`src/rtl/uart_tx_scheduler.sv`:
```
// uart_tx_scheduler: byte FIFO between CPU stores and the UART transmitter.
// A four-state FSM pops one byte at a time and runs the tx_start/tx_busy
// handshake. Status (full/empty/count) and sticky flags are exposed for loads.
// Optional feature: define TX_ACK_TIMEOUT_EN to abandon a frame whose
// tx_busy acknowledge does not arrive within ACK_TIMEOUT cycles.
module uart_tx_scheduler #(
   parameter int UART_Nbit       = 8,
   parameter int FIFO_DEPTH_LOG2 = 2,
   parameter int ACK_TIMEOUT     = 16
) (
   input  logic                       clk,
   input  logic                       reset,
   input  logic                       wr_en,
   input  logic [UART_Nbit-1:0]       wr_data,
   input  logic                       clr_tx_flag,
   input  logic                       tx_busy,
   output logic                       tx_start,
   output logic [UART_Nbit-1:0]       tx_data,
   output logic                       fifo_full,
   output logic                       fifo_empty,
   output logic [FIFO_DEPTH_LOG2:0]   fifo_count,
   output logic                       tx_flag,
   output logic                       overflow,
   output logic                       tx_timeout
);

   localparam int DEPTH = 1 << FIFO_DEPTH_LOG2;
   localparam logic [FIFO_DEPTH_LOG2:0] FULL_CNT = {1'b1, {FIFO_DEPTH_LOG2{1'b0}}};

   if (ACK_TIMEOUT < 1) begin : g_bad_ack_timeout
      $error("ACK_TIMEOUT must be at least 1");
   end

   typedef enum logic [1:0] {IDLE, START, WAIT_ACK, WAIT_DONE} state_t;

   state_t                     state_q, state_d;
   logic [FIFO_DEPTH_LOG2-1:0] wr_ptr_q, wr_ptr_d;
   logic [FIFO_DEPTH_LOG2-1:0] rd_ptr_q, rd_ptr_d;
   logic [FIFO_DEPTH_LOG2:0]   count_q, count_d;
   logic [UART_Nbit-1:0]       mem_q [DEPTH];
   logic [UART_Nbit-1:0]       mem_d [DEPTH];
   logic [UART_Nbit-1:0]       tx_data_q, tx_data_d;
   logic                       tx_flag_q, tx_flag_d;
   logic                       overflow_q, overflow_d;
   logic                       full, empty, push, pop, flag_set;

`ifdef TX_ACK_TIMEOUT_EN
   localparam int ACK_W = $clog2(ACK_TIMEOUT + 1);
   localparam logic [ACK_W-1:0] ACK_LAST = ACK_W'(ACK_TIMEOUT - 1);
   logic [ACK_W-1:0] ack_cnt_q, ack_cnt_d;
   logic             tx_timeout_q, tx_timeout_d;
   logic             timeout_set;
`endif

   assign full       = (count_q == FULL_CNT);
   assign empty      = (count_q == '0);
   assign fifo_full  = full;
   assign fifo_empty = empty;
   assign fifo_count = count_q;
   assign tx_start   = (state_q == START);
   assign tx_data    = tx_data_q;
   assign tx_flag    = tx_flag_q;
   assign overflow   = overflow_q;

   // FSM next state: pop in IDLE, pulse in START, then follow tx_busy up and down
   always_comb begin
      state_d   = state_q;
      pop       = 1'b0;
      flag_set  = 1'b0;
      tx_data_d = tx_data_q;
`ifdef TX_ACK_TIMEOUT_EN
      ack_cnt_d   = ack_cnt_q;
      timeout_set = 1'b0;
`endif
      case (state_q)
         IDLE: begin
            if (!empty && !tx_busy) begin
               pop       = 1'b1;
               tx_data_d = mem_q[rd_ptr_q];
               state_d   = START;
            end
         end
         START: begin
            state_d = WAIT_ACK;
`ifdef TX_ACK_TIMEOUT_EN
            ack_cnt_d = '0;
`endif
         end
         WAIT_ACK: begin
            if (tx_busy) begin
               state_d = WAIT_DONE;
`ifdef TX_ACK_TIMEOUT_EN
            end else if (ack_cnt_q == ACK_LAST) begin
               // popped byte is dropped, not re-queued
               timeout_set = 1'b1;
               state_d     = IDLE;
            end else begin
               ack_cnt_d = ack_cnt_q + 1'b1;
`endif
            end
         end
         WAIT_DONE: begin
            if (!tx_busy) begin
               flag_set = 1'b1;
               state_d  = IDLE;
            end
         end
         default: state_d = IDLE;
      endcase
   end

   // FIFO bookkeeping and sticky flags; a set event beats a same-cycle clear
   always_comb begin
      push     = wr_en && (!full || pop);
      mem_d    = mem_q;
      wr_ptr_d = wr_ptr_q;
      rd_ptr_d = rd_ptr_q;
      count_d  = count_q;
      if (push) begin
         mem_d[wr_ptr_q] = wr_data;
         wr_ptr_d        = wr_ptr_q + 1'b1;
      end
      if (pop) begin
         rd_ptr_d = rd_ptr_q + 1'b1;
      end
      case ({push, pop})
         2'b10:   count_d = count_q + 1'b1;
         2'b01:   count_d = count_q - 1'b1;
         default: count_d = count_q;
      endcase
      tx_flag_d  = flag_set || (tx_flag_q && !clr_tx_flag);
      overflow_d = (wr_en && full && !pop) || (overflow_q && !clr_tx_flag);
`ifdef TX_ACK_TIMEOUT_EN
      tx_timeout_d = timeout_set || (tx_timeout_q && !clr_tx_flag);
`endif
   end

   // control and status registers
   always_ff @(posedge clk or posedge reset) begin
      if (reset) begin
         state_q    <= IDLE;
         wr_ptr_q   <= '0;
         rd_ptr_q   <= '0;
         count_q    <= '0;
         tx_data_q  <= '0;
         tx_flag_q  <= 1'b0;
         overflow_q <= 1'b0;
      end else begin
         state_q    <= state_d;
         wr_ptr_q   <= wr_ptr_d;
         rd_ptr_q   <= rd_ptr_d;
         count_q    <= count_d;
         tx_data_q  <= tx_data_d;
         tx_flag_q  <= tx_flag_d;
         overflow_q <= overflow_d;
      end
   end

   // FIFO storage; contents are meaningless until written, so no reset
   always_ff @(posedge clk) begin
      mem_q <= mem_d;
   end

`ifdef TX_ACK_TIMEOUT_EN
   // acknowledge timeout counter and sticky flag
   always_ff @(posedge clk or posedge reset) begin
      if (reset) begin
         ack_cnt_q    <= '0;
         tx_timeout_q <= 1'b0;
      end else begin
         ack_cnt_q    <= ack_cnt_d;
         tx_timeout_q <= tx_timeout_d;
      end
   end
   assign tx_timeout = tx_timeout_q;
`else
   assign tx_timeout = 1'b0;
`endif

endmodule
```
`config.mk`:
```
export PLATFORM = sky130hd
export DESIGN_NAME = uart_tx_scheduler
export DESIGN_NICKNAME = d
export VERILOG_FILES = /design/src/rtl/uart_tx_scheduler.sv
export SDC_FILE = /design/constraint.sdc
export NUM_CORES = 1
export LEC_CHECK = 0
export ABC_AREA = 1
export BUFFER_PORTS_ARGS = -buffer_cell sky130_fd_sc_hd__buf_2
export CORE_AREA = 2 2 85 87
export DETAILED_ROUTE_END_ITERATION = 10
export DIE_AREA = 0 0 87 89
export PLACE_DENSITY = 0.5
export SYNTH_ARGS = -nofsm -noshare
export SYNTH_HDL_FRONTEND = slang
export SYNTH_SLANG_ARGS = --single-unit
```
`constraint.sdc`:
```
create_clock -name clk -period 2.3 [get_ports clk]
set_input_delay 0.46 -clock clk [delete_from_list [all_inputs] [get_ports clk]]
set_output_delay 0.46 -clock clk [all_outputs]
set_load 0.05 [all_outputs]
```
**Word level (Yosys, flattened, before mapping)**

Cells that the tools add are included.

- Output and inout bits: 17
- Register bits: 51
- Input port bits: 13

- Bitwise operators: 2
- Reduce and logical (&&, ||, !) cells: 20
- Magnitude comparators: 3
- Add/sub/neg operators: 4
- Equality and inequality tests: 9
- Mux-type cells: 15

Operator list:

| kind | count |
|---|---|
| bitwise mux 32 bit | 1 |
| 2-to-1 mux 8 bit | 3 |
| binary-select mux 8 bit (select 2 bit) | 1 |
| demux 8 bit (select 2 bit) | 1 |
| case mux 2 bit (4 select lines) | 1 |
| logical AND 1 bit | 7 |
| == test 2 bit, second input constant | 3 |
| greater-or-equal comparator 3 bit, second input constant | 2 |
| 2-to-1 mux 2 bit | 3 |
| != test 2 bit, second input constant | 3 |
| NOT 2 -> 3 bit | 2 |
| case mux 3 bit (2 select lines) | 1 |
| logical NOT 1 bit | 5 |
| adder 2 x 1 -> 2 bit, second input constant | 2 |
| == test 2 x 1 -> 1 bit, second input constant | 2 |
| 2-to-1 mux 1 bit | 4 |
| adder 3 x 1 -> 3 bit, second input constant | 1 |
| == test 3 bit, second input constant | 1 |
| logical NOT 3 bit | 1 |
| logical OR 1 bit | 3 |
| < comparator 3 x 1 -> 1 bit, second input constant | 1 |
| AND reduction 3 bit | 1 |
| subtractor 3 x 1 -> 3 bit, second input constant | 1 |
| logical NOT 2 bit | 1 |
| 2 further kinds | 2 |

**Depth between registers and ports, before layout**

Gate-level depths: netlist (run 1).

- Depth in word-level cells: 9
- Depth in mapped cells: 12
- Depth with buffers taken out: 12

**Least setup slack after synthesis (run 1)**

Ideal clock, no wire load.

- Path kind: register -> output
- Start: register count_q[2], in the netlist fifo_count[2]
- End: output fifo_full
- Slack: -0.048 ns
- Arrival: 1.888 ns
- Stages on the path, launching flop included: 3
- Cell sequence: dfrtp_1 -> inv_1 -> nor3_1

- Cells in the longest elaborated chain, start to end: 1

RTL lines:

| element | RTL line | RTL |
|---|---|---|
| from (decl) | 39 | `logic [FIFO_DEPTH_LOG2:0] count_q, count_d;` |
| from (signal assigned) | 152 | `count_q <= count_d;` |
| == test 3 bit | 55 | `assign full = (count_q == FULL_CNT);` |
| to (decl) | 19 | `output logic fifo_full,` |

Every way passes these cells.

**Worst setup path after layout (run 1)**

- Start: register state_q[0]
- End: register count_q[1], in the netlist fifo_count[1]

- Cells in the longest elaborated chain, start to end: 6

RTL lines:

| element | RTL line | RTL |
|---|---|---|
| from (decl) | 36 | `state_t state_q, state_d;` |
| from (signal assigned) | 149 | `state_q <= state_d;` |
| logical NOT 2 bit * | 75 | `case (state_q)` |
| 2-to-1 mux 1 bit * | 75 |  |
| logical OR 1 bit | 114 | `push = wr_en && (!full \|\| pop);` |
| logical AND 1 bit | 114 |  |
| == test 2 x 1 -> 1 bit or == test 2 bit (tied branches) | 126 | `case ({push, pop})` |
| case mux 3 bit (2 select lines) or nonzero test 2 bit (tied branches) | - |  |

Every way passes the cells marked *; elsewhere a longest branch is shown, timed or not.
A chain may end at the register's enable or synchronous reset.

==> impl_metrics.tcl, run 1 <==
set metrics [dict create \
    status "finished, final reports clean" \
    startpoint "state_q[0]$_DFFE_PP0P_" \
    place_ws_ps 176 \
    placed_cells 323 \
    drcViolationCount 0 \
    p_per_area_nw_per_um2 1400 \
    dieArea_sq_um 7740 \
    setup_viol_count_final 0 \
    routed-via-count 1432 \
    wl_per_cell_um 12.2 \
    tightestPinTransition_ps 751 \
    die_y_um 89 \
    cts_sinks 51 \
    setup_tns_ps 0 \
    grt_overflow_total 0 \
    path_depth 9 \
    rsz0062_at_grt "false" \
    end_kind "flop" \
    antenna_found_initial 0 \
    top_usage_layer "met2" \
    post_cts_resized 0 \
    syn_inst 215 \
    pin_count 30 \
    post_cts_buffers 0 \
    fin_ws_ps 169 \
    reg2reg_depth 9 \
    hp-class "in -> async" \
    synth-simple-area-share 0.175 \
    synth_fp_nets 239 \
    power.leakage_uw 0.00118 \
    hold_violations 0 \
    ys_warn_count 0 \
    track_usage 0.117 \
    routed_wl_mm 4.05 \
    port_buffers 28 \
    slowest_stage "dfrtp_1" \
    cp_cell_sequence "inv_1 -> ha_1 -> inv_1 -> o211ai_1 -> nand2_1 -> ha_1 -> inv_1 -> fa_1 -> o21ai_0" \
    ys_types 25 \
    max_freq_mhz 469 \
    synthMuxAreaShare 0 \
    clk_path_buf_depth 2 \
    crit_path_frequent_cell "inv_1" \
    grt_max_degree 20 \
    avgSynthCellArea_sq_um 10.7 \
    layout_commonest_cell "nand2_1" \
    grt_pass1_vias 1405 \
    p_seq_frac 0.390 \
    drv_slew 0 \
    tritoncts "built" \
    relSlewSlack 0.499 \
    final_cells 331 \
    met2_usage 0.198 \
    synthAdderAreaFrac 0.0630 \
    use_met1 0.152 \
    startpoint_type "flop" \
    drt_iter0_drc 53 \
    cts_made_buffers 5 \
    maxCapViolCount 0 \
    first_pass_iters 4 \
    finClkSkew_ps 9.93 \
    mostFrequentLayoutCells "nand2_1, nor2_1, edfxtp_1" \
    worstPathArrival_ps 2360 \
    fin_crit_ps 2130 \
    swShare 0.457 \
    yosysSeqAreaShare 0.623 \
    cts_root_buf "clkbuf_8" \
    synth_compound_area_frac 0.0489 \
    syn2layout_area_growth_pct 13.5 \
    synth_seq_cells 51 \
    max_stage_delay_ps 430 \
    cp_top_family "adder cells" \
    grt_pass1_wl_mm 6.85 \
    synth_top_family_by_area "simple AND/OR/NAND/NOR gates" \
    reg2reg_from "state_q[0]$_DFFE_PP0P_" \
    pwr-share-clk 0.151 \
    cts_hold_buffers 0 \
    vdd_ir_drop_max_v 0.000697 \
    place.gp.congestion 0.733 \
    path_class "reg -> reg" \
    antennaDiodeCount 0 \
    hpwlAfterDp_mm 2.80 \
    p_int_uw 1990 \
    avgViaCountPerCell 4.33 \
    synth_xor_area_frac 0.0152 \
    core_sq_um 6720 \
    cp_max_fo 4 \
    use_met3 0.0286 \
    start_util 0.343 \
    path_clk_slew_ps 100 \
    htreeDepth 2 \
    rows 30 \
    required_ps 2520 \
    power.switching_uw 1680 \
    layout-drive-gt1-share 0.219 \
    fin_util 0.389 \
    timing.final.crit_share 0.926 \
    combPwrFrac 0.459 \
    die_w_um 87 \
    synth_area_sq_um 2300 \
    ant_nets 0 \
    fin_nets 274 \
    crit_buf_inv 3 \
    clock_latency_ps 310 \
]
[routing by layer]
layer | part of all wire | routed length, um | vias to the layer above
met5 | 0 | 0 | -
met4 | 0.0084 | 34 | 0
met3 | 0.044 | 178 | 4
met2 | 0.48 | 1930 | 30
met1 | 0.47 | 1910 | 644
li1 | - | - | 754
[final timing paths]
check                      slack [ps]                        end
max                               170  fifo_count[1]$_DFFE_PP0P_
min reg2reg                       480     tx_data[4]$_DFFE_PP0P_
min                               260     tx_data[5]$_DFFE_PP0P_
min in group clk                  350         overflow$_DFF_PP0_
max in group asynchronous        1560  fifo_count[0]$_DFFE_PP0P_
max reg2reg                       170  fifo_count[1]$_DFFE_PP0P_
[worst reg2reg max path: stages (launching register included)]
cell and delay [ps]:
dfrtp_1 430, inv_1 120, ha_1 220, inv_1 50, o211ai_1 240, nand2_1 110
ha_1 200, inv_1 100, fa_1 410, o21ai_0 170
[cells in the mapped netlist]
cell       n  area [sq um]
xnor2_1    2          17.5
buf_8      1          15.0
edfxtp_1  32           961
fa_1       1          20.0
inv_2      1          3.75
a21oi_1    1          5.00
xor2_1     2          17.5
nor3_1     1          5.00
dfrtp_1   19           475
nand2_1   50           188
buf_4      1          7.51
or2_0      1          6.26
buf_6      3          33.8
o21ai_1    2          10.0
conb_1     1          3.75
inv_1     19          71.3
nand3_1    5          25.0
clkbuf_8   2          27.5
o211ai_1   1          7.51
or2_2      8          50.1
inv_6      1          8.76
o21ai_0   18          90.1
ha_1      10           125
nand3_2    1          10.0
nor2_1    32           120
[power groups by stage]
| stage | Sequential, uW | Clock, uW | Combinational [uW] |
|---|---|---|---|
| after global placement | 1460 | 0 | 1710 |
| final | 1430 | 552 | 1690 |
| after floorplan | 1770 | 0 | 1050 |
| after CTS | 1430 | 572 | 1720 |
| after global routing | 1470 | 610 | 1900 |
| after detailed placement | 1450 | 0 | 1710 |
[cell families after synthesis]
logic type / count (synthesis)
buffers and inverters: 28
and+or+nand+nor: 98
other: 1
DFF: 51
adders and majority gates: 11
xor gates and xnor gates: 4
AOI/OAI and AO/OA: 22
[sequential cells by signal (all words and copies together) (netlist names)]
signal and cells:
mem_q 32, tx_data 8, fifo_count 3, rd_ptr_q 2, state_q 2, wr_ptr_q 2, overflow 1, tx_flag 1
[cell type report]
cell class	instances	area (sq um)
sequential	51	1440
inverter	21	83.8
fill	663	4100
timing repair buffer	35	193
clock buffer	5	68.8
clock inverter	3	27.5
multi-input combinational	136	706
tap	80	100
[stage by stage]
step                hold slack (ps)  area [sq um]  total power (uW)
CTS                             296          2620              3720
global route                    342          2620              3980
global placement                460          2520              3170
floorplan                       411          2310              2820
finish                          263          2620              3670
detailed placement              461          2520              3170
Power figures use the tool's default switching activity.
==> run 2: changes to the inputs <==
--- a/config.mk
+++ b/config.mk
@@ -7,10 +7,10 @@
 export LEC_CHECK = 0
 export ABC_AREA = 1
 export BUFFER_PORTS_ARGS = -buffer_cell sky130_fd_sc_hd__buf_2
-export CORE_AREA = 2 2 85 87
+export CORE_AREA = 2 2 67 69
 export DETAILED_ROUTE_END_ITERATION = 10
-export DIE_AREA = 0 0 87 89
-export PLACE_DENSITY = 0.5
+export DIE_AREA = 0 0 69 71
+export PLACE_DENSITY = 0.81
 export SYNTH_ARGS = -nofsm -noshare
 export SYNTH_HDL_FRONTEND = slang
 export SYNTH_SLANG_ARGS = --single-unit
==> run 2 against run 1 <==
- worst hold slack gained 23 ps
- global-route usage grew 6.3 points
- largest cell class unchanged
- clock skew grew 3.8 ps
- routed wire length shrank 0.40%
- clock power shrank 7.1%
- sequential share of layout area shrank 0.10 points
- non-clock buffer count grew 6
- final area grew 0.19%
- register-to-register slack is essentially flat
- sequential cell count is the same
- critical path depth is the same
- setup slack gained 7.5 ps
==> impl_metrics.tcl, run 2 (synthesized netlist as in run 1, its figures left out) <==
set metrics [dict create \
    track_usage 0.179 \
    fin_nets 280 \
    clock_latency_ps 300 \
    routed-via-count 1507 \
    relSlewSlack 0.474 \
    grt_pass1_vias 1522 \
    dieArea_sq_um 4900 \
    fin_ws_ps 177 \
    max_freq_mhz 471 \
    fin_crit_ps 2120 \
    max_stage_delay_ps 420 \
    place_area_sq_um 2510 \
    antennaDiodeCount 0 \
    ant_nets 0 \
    top_register "mem_q" \
    port_buffers 28 \
    crit_path_frequent_cell "inv_1" \
    hpwlAfterDp_mm 2.79 \
    largest_reg_flops 32 \
    startpoint_type "flop" \
    wl_per_cell_um 13.1 \
    path_class "reg -> reg" \
    status "finished, final reports clean" \
    power_uw 3700 \
    tritoncts "built" \
    cts_made_buffers 5 \
    core_sq_um 4200 \
    crit_buf_inv 3 \
    required_ps 2530 \
    finClkSkew_ps 13.8 \
    cts_root_buf "clkbuf_8" \
    routed_wl_mm 4.03 \
    worstPathArrival_ps 2350 \
    reg2reg_from "state_q[0]$_DFFE_PP0P_" \
    place_ws_ps 83.0 \
    fin_area_sq_um 2620 \
    grt_pass1_wl_mm 6.78 \
    power.leakage_uw 0.00120 \
    timing.rr.end "fifo_count[1]$_DFFE_PP0P_" \
    grt_max_degree 20 \
    rows 24 \
    first_pass_iters 4 \
    reg2reg_depth 9 \
    start_util 0.548 \
    drt_iter0_drc 88 \
    setup_viol_count_final 0 \
    clk_path_buf_depth 2 \
    drcViolationCount 0 \
    layout-drive-gt1-share 0.237 \
    cp_max_fo 3 \
    fin_util 0.623 \
    pin_count 30 \
    fillers 361 \
    hold_violations 0 \
    slowest_stage "fa_1" \
    hp-class "in -> async" \
    p_per_area_nw_per_um2 1410 \
    cp_cell_sequence "inv_1 -> ha_2 -> inv_1 -> o211ai_1 -> nand2_1 -> ha_1 -> inv_1 -> fa_1 -> o21ai_1" \
    grt_overflow_total 0 \
    drv_slew 0 \
    tightestPinTransition_ps 788 \
    cts_sinks 51 \
    timing.final.crit_share 0.923 \
    htreeDepth 2 \
    layout_commonest_cell "nand2_1" \
    syn2layout_area_growth_pct 13.7 \
    setup_tns_ps 0 \
    end_kind "flop" \
    vdd_ir_drop_max_v 0.000563 \
    avgViaCountPerCell 4.88 \
    path_clk_slew_ps 100 \
    antenna_found_initial 0 \
    rsz0062_at_grt "false" \
    cp_top_family "adder cells" \
    r2r_setup_slack_ps 180 \
    mostFrequentLayoutCells "nand2_1, nor2_1, edfxtp_1" \
    maxCapViolCount 0 \
    place.gp.congestion 0.770 \
    die_w_um 69 \
    die_y_um 71 \
]
## run 2: final cells by class
type                    count  area (sq um)  share of cell area
clock buffers               6          72.6              0.0277
clock inverters             2          16.3             0.00621
inverters                  21          83.8              0.0320
multi-input cells         136           708               0.270
flip-flops and latches     51          1440               0.548
well taps                  52          65.1              0.0248
repair buffers             41           238              0.0907
## run 2: repair_timing
item,in CTS,in global routing
resized for setup,0,2
setup buffers,0,3
hold buffers,0,0
endpoints found under the setup margin,0,2
## run 2: how the worst max path moves through the flow
stage / slack (ps) / to / cells after the start / startpoint
4_1_cts: 70 / fifo_count[1]$_DFFE_PP0P_ / 9 / state_q[0]$_DFFE_PP0P_
6_report: 180 / fifo_count[1]$_DFFE_PP0P_ / 9 / state_q[0]$_DFFE_PP0P_
5_1_grt: 30 / fifo_count[2]$_DFFE_PP0P_ / 12 / state_q[0]$_DFFE_PP0P_
3_3_place_gp: 280 / fifo_count[2]$_DFFE_PP0P_ / 12 / state_q[0]$_DFFE_PP0P_
2_1_floorplan: 150 / fifo_count[2]$_DFFE_PP0P_ / 11 / fifo_count[2]$_DFFE_PP0P_
3_5_place_dp: 80 / fifo_count[1]$_DFFE_PP0P_ / 9 / state_q[0]$_DFFE_PP0P_
## run 2: per-stage QoR
step                      instances  hold WS [ps]
after floorplan                 215           411
after global placement          298           458
after detailed placement        298           460
after CTS                       306           305
after global routing            309           352
final                           309           287
## run 2: where the power goes
group	internal [uW]	total, uW	switching [uW]
registers	1260	1440	181
clock network	219	513	294
logic	560	1740	1180
total	2040	3700	1660
## run 2: routing by layer
metal / up-vias / routed length, um / GRT usage
met5: - / 0 / 0
met4: 0 / 64 / 0.0523
met3: 8 / 107 / 0.0442
met2: 24 / 2110 / 0.328
met1: 709 / 1760 / 0.210
li1: 766 / - / -
==> run 3: changes to the inputs <==
==> constraint.sdc (replaced) <==
create_clock -name clk -period 2.3 [get_ports clk]
set_input_delay 0.46 -clock clk [delete_from_list [all_inputs] [get_ports clk]]
set_output_delay 0.46 -clock clk [all_outputs]
set_load 0.005 [all_outputs]
==> run 3 against run 2 <==
- sequential share of layout area grew 0.32 points
- clock skew fell by 6.1 ps
- register-to-register slack gained 20 ps
- via count is 1.3% lower
- critical endpoint unchanged
- highest routed layer unchanged
==> impl_metrics.tcl, run 3 (synthesized netlist as in run 1, its figures left out) <==
set metrics [dict create \
    final_cells 306 \
    hpwlAfterDp_mm 2.74 \
    setup_viol_count_final 0 \
    fin_crit_ps 2100 \
    use_met1 0.233 \
    dieArea_sq_um 4900 \
    largest_reg_flops 32 \
    placed_cells 295 \
    relSlewSlack 0.522 \
    fin_ws_ps 201 \
    routed_wl_mm 4.04 \
    fin_nets 277 \
    cts_hold_buffers 0 \
    crit_path_frequent_cell "inv_1" \
    tritoncts "built" \
    r2r_setup_slack_ps 200 \
    routed-via-count 1488 \
    slowest_stage "dfrtp_1" \
    max_stage_delay_ps 410 \
    syn2layout_area_growth_pct 13.0 \
    grt_max_degree 20 \
    cts_sinks 51 \
    end_kind "flop" \
    layout_commonest_cell "nand2_1" \
    cts_made_buffers 5 \
    port_buffers 28 \
    track_usage 0.179 \
    core_sq_um 4200 \
    cp_top_family "adder cells" \
    place.gp.congestion 0.778 \
    seq_area_sq_um 1440 \
    hp-class "in -> async" \
    tightestPinTransition_ps 716 \
    path_class "reg -> reg" \
    cp_cell_sequence "inv_1 -> ha_4 -> inv_1 -> o211ai_1 -> nand2_1 -> ha_1 -> inv_1 -> fa_1 -> o21ai_0" \
    max_freq_mhz 477 \
    required_ps 2520 \
    cts_root_buf "clkbuf_8" \
    clk_path_buf_depth 2 \
    maxCapViolCount 0 \
    crit_buf_inv 3 \
    fillers 358 \
    path_clk_slew_ps 90 \
    layout-drive-gt1-share 0.232 \
    die_y_um 71 \
    drv_slew 0 \
    place_ws_ps 187 \
    status "finished, final reports clean" \
    startpoint_type "flop" \
    finClkSkew_ps 7.66 \
    top_usage_layer "met2" \
    worstPathArrival_ps 2320 \
    drt_iter0_drc 84 \
    use_met3 0.0427 \
    mostFrequentLayoutCells "nand2_1, nor2_1, edfxtp_1" \
    antenna_found_initial 0 \
    grt_overflow_total 0 \
    drcViolationCount 0 \
    start_util 0.548 \
    clock_latency_ps 300 \
    first_pass_iters 4 \
    rows 24 \
    wl_per_cell_um 13.2 \
    multiInputGateArea_sq_um 713 \
    met2_usage 0.293 \
    timing.final.crit_share 0.912 \
    ant_nets 0 \
    htreeDepth 2 \
    reg2reg_from "state_q[1]$_DFFE_PP0P_" \
    p_per_area_nw_per_um2 1240 \
    avgViaCountPerCell 4.86 \
    die_w_um 69 \
    vdd_ir_drop_max_v 0.000443 \
    grt_pass1_wl_mm 6.84 \
    reg2reg_depth 9 \
    antennaDiodeCount 0 \
    timing.rr.end "fifo_count[1]$_DFFE_PP0P_" \
    hold_violations 0 \
    power.leakage_uw 0.00119 \
    top_register "mem_q" \
    grt_pass1_vias 1477 \
    pin_count 30 \
    cp_max_fo 4 \
]
-- run 3: cell types whose count changed in the layout (fill, tap and decap cells not counted), sizes merged --
cell and change:
clkbuf -1, clkinvlp -1, buf -3, clkinv +2
-- run 3: per-stage QoR --
| step | cell area, sq um | hold WS (ps) | utilization | setup TNS [ps] | power, uW |
|---|---|---|---|---|---|
| floorplan | 2300 | 411 | - | 0 | 2360 |
| global placement | 2480 | 459 | 0.590 | 0 | 2640 |
| detailed placement | 2480 | 468 | 0.590 | 0 | 2690 |
| CTS | 2570 | 288 | 0.611 | 0 | 3210 |
| global route | 2610 | 330 | 0.620 | -9.32 | 3550 |
| finish | 2610 | 255 | 0.620 | 0 | 3240 |
-- run 3: cell type report --
class                   count  share of cell area
flip-flops and latches     51               0.551
inverters                  21              0.0322
repair buffers             38              0.0826
clock inverters             3             0.00865
multi-input cells         136               0.274
well taps                  52              0.0250
clock buffers               5              0.0264
-- run 3: layer usage --
metal | part of all wire | wire [um]
met5 | 0 | 0
met4 | 0.019 | 76
met3 | 0.043 | 174
met2 | 0.51 | 2050
met1 | 0.43 | 1740
-- run 3: how the worst max path moves through the flow --
stage / cells past startpoint / start / slack, ps / to
floorplan: 9 / state_q[0]$_DFFE_PP0P_ / 280 / fifo_count[1]$_DFFE_PP0P_
global placement: 12 / state_q[0]$_DFFE_PP0P_ / 280 / fifo_count[2]$_DFFE_PP0P_
detailed placement: 9 / state_q[0]$_DFFE_PP0P_ / 190 / fifo_count[1]$_DFFE_PP0P_
CTS: 9 / state_q[0]$_DFFE_PP0P_ / 160 / fifo_count[1]$_DFFE_PP0P_
global route: 12 / state_q[1]$_DFFE_PP0P_ / -9 / fifo_count[2]$_DFFE_PP0P_
finish: 9 / state_q[1]$_DFFE_PP0P_ / 200 / fifo_count[1]$_DFFE_PP0P_
-- run 3: power by group --
part	total, uW	switching [uW]	internal (uW)
Sequential	1470	205	1260
Clock	507	289	218
Combinational	1270	722	545
Total	3240	1220	2020
-- run 3: timing repair --
| action | in CTS | in global routing |
|---|---|---|
| setup endpoints to repair | 0 | 2 |
| setup buffers | 0 | 3 |
| gates resized for setup | 0 | 3 |
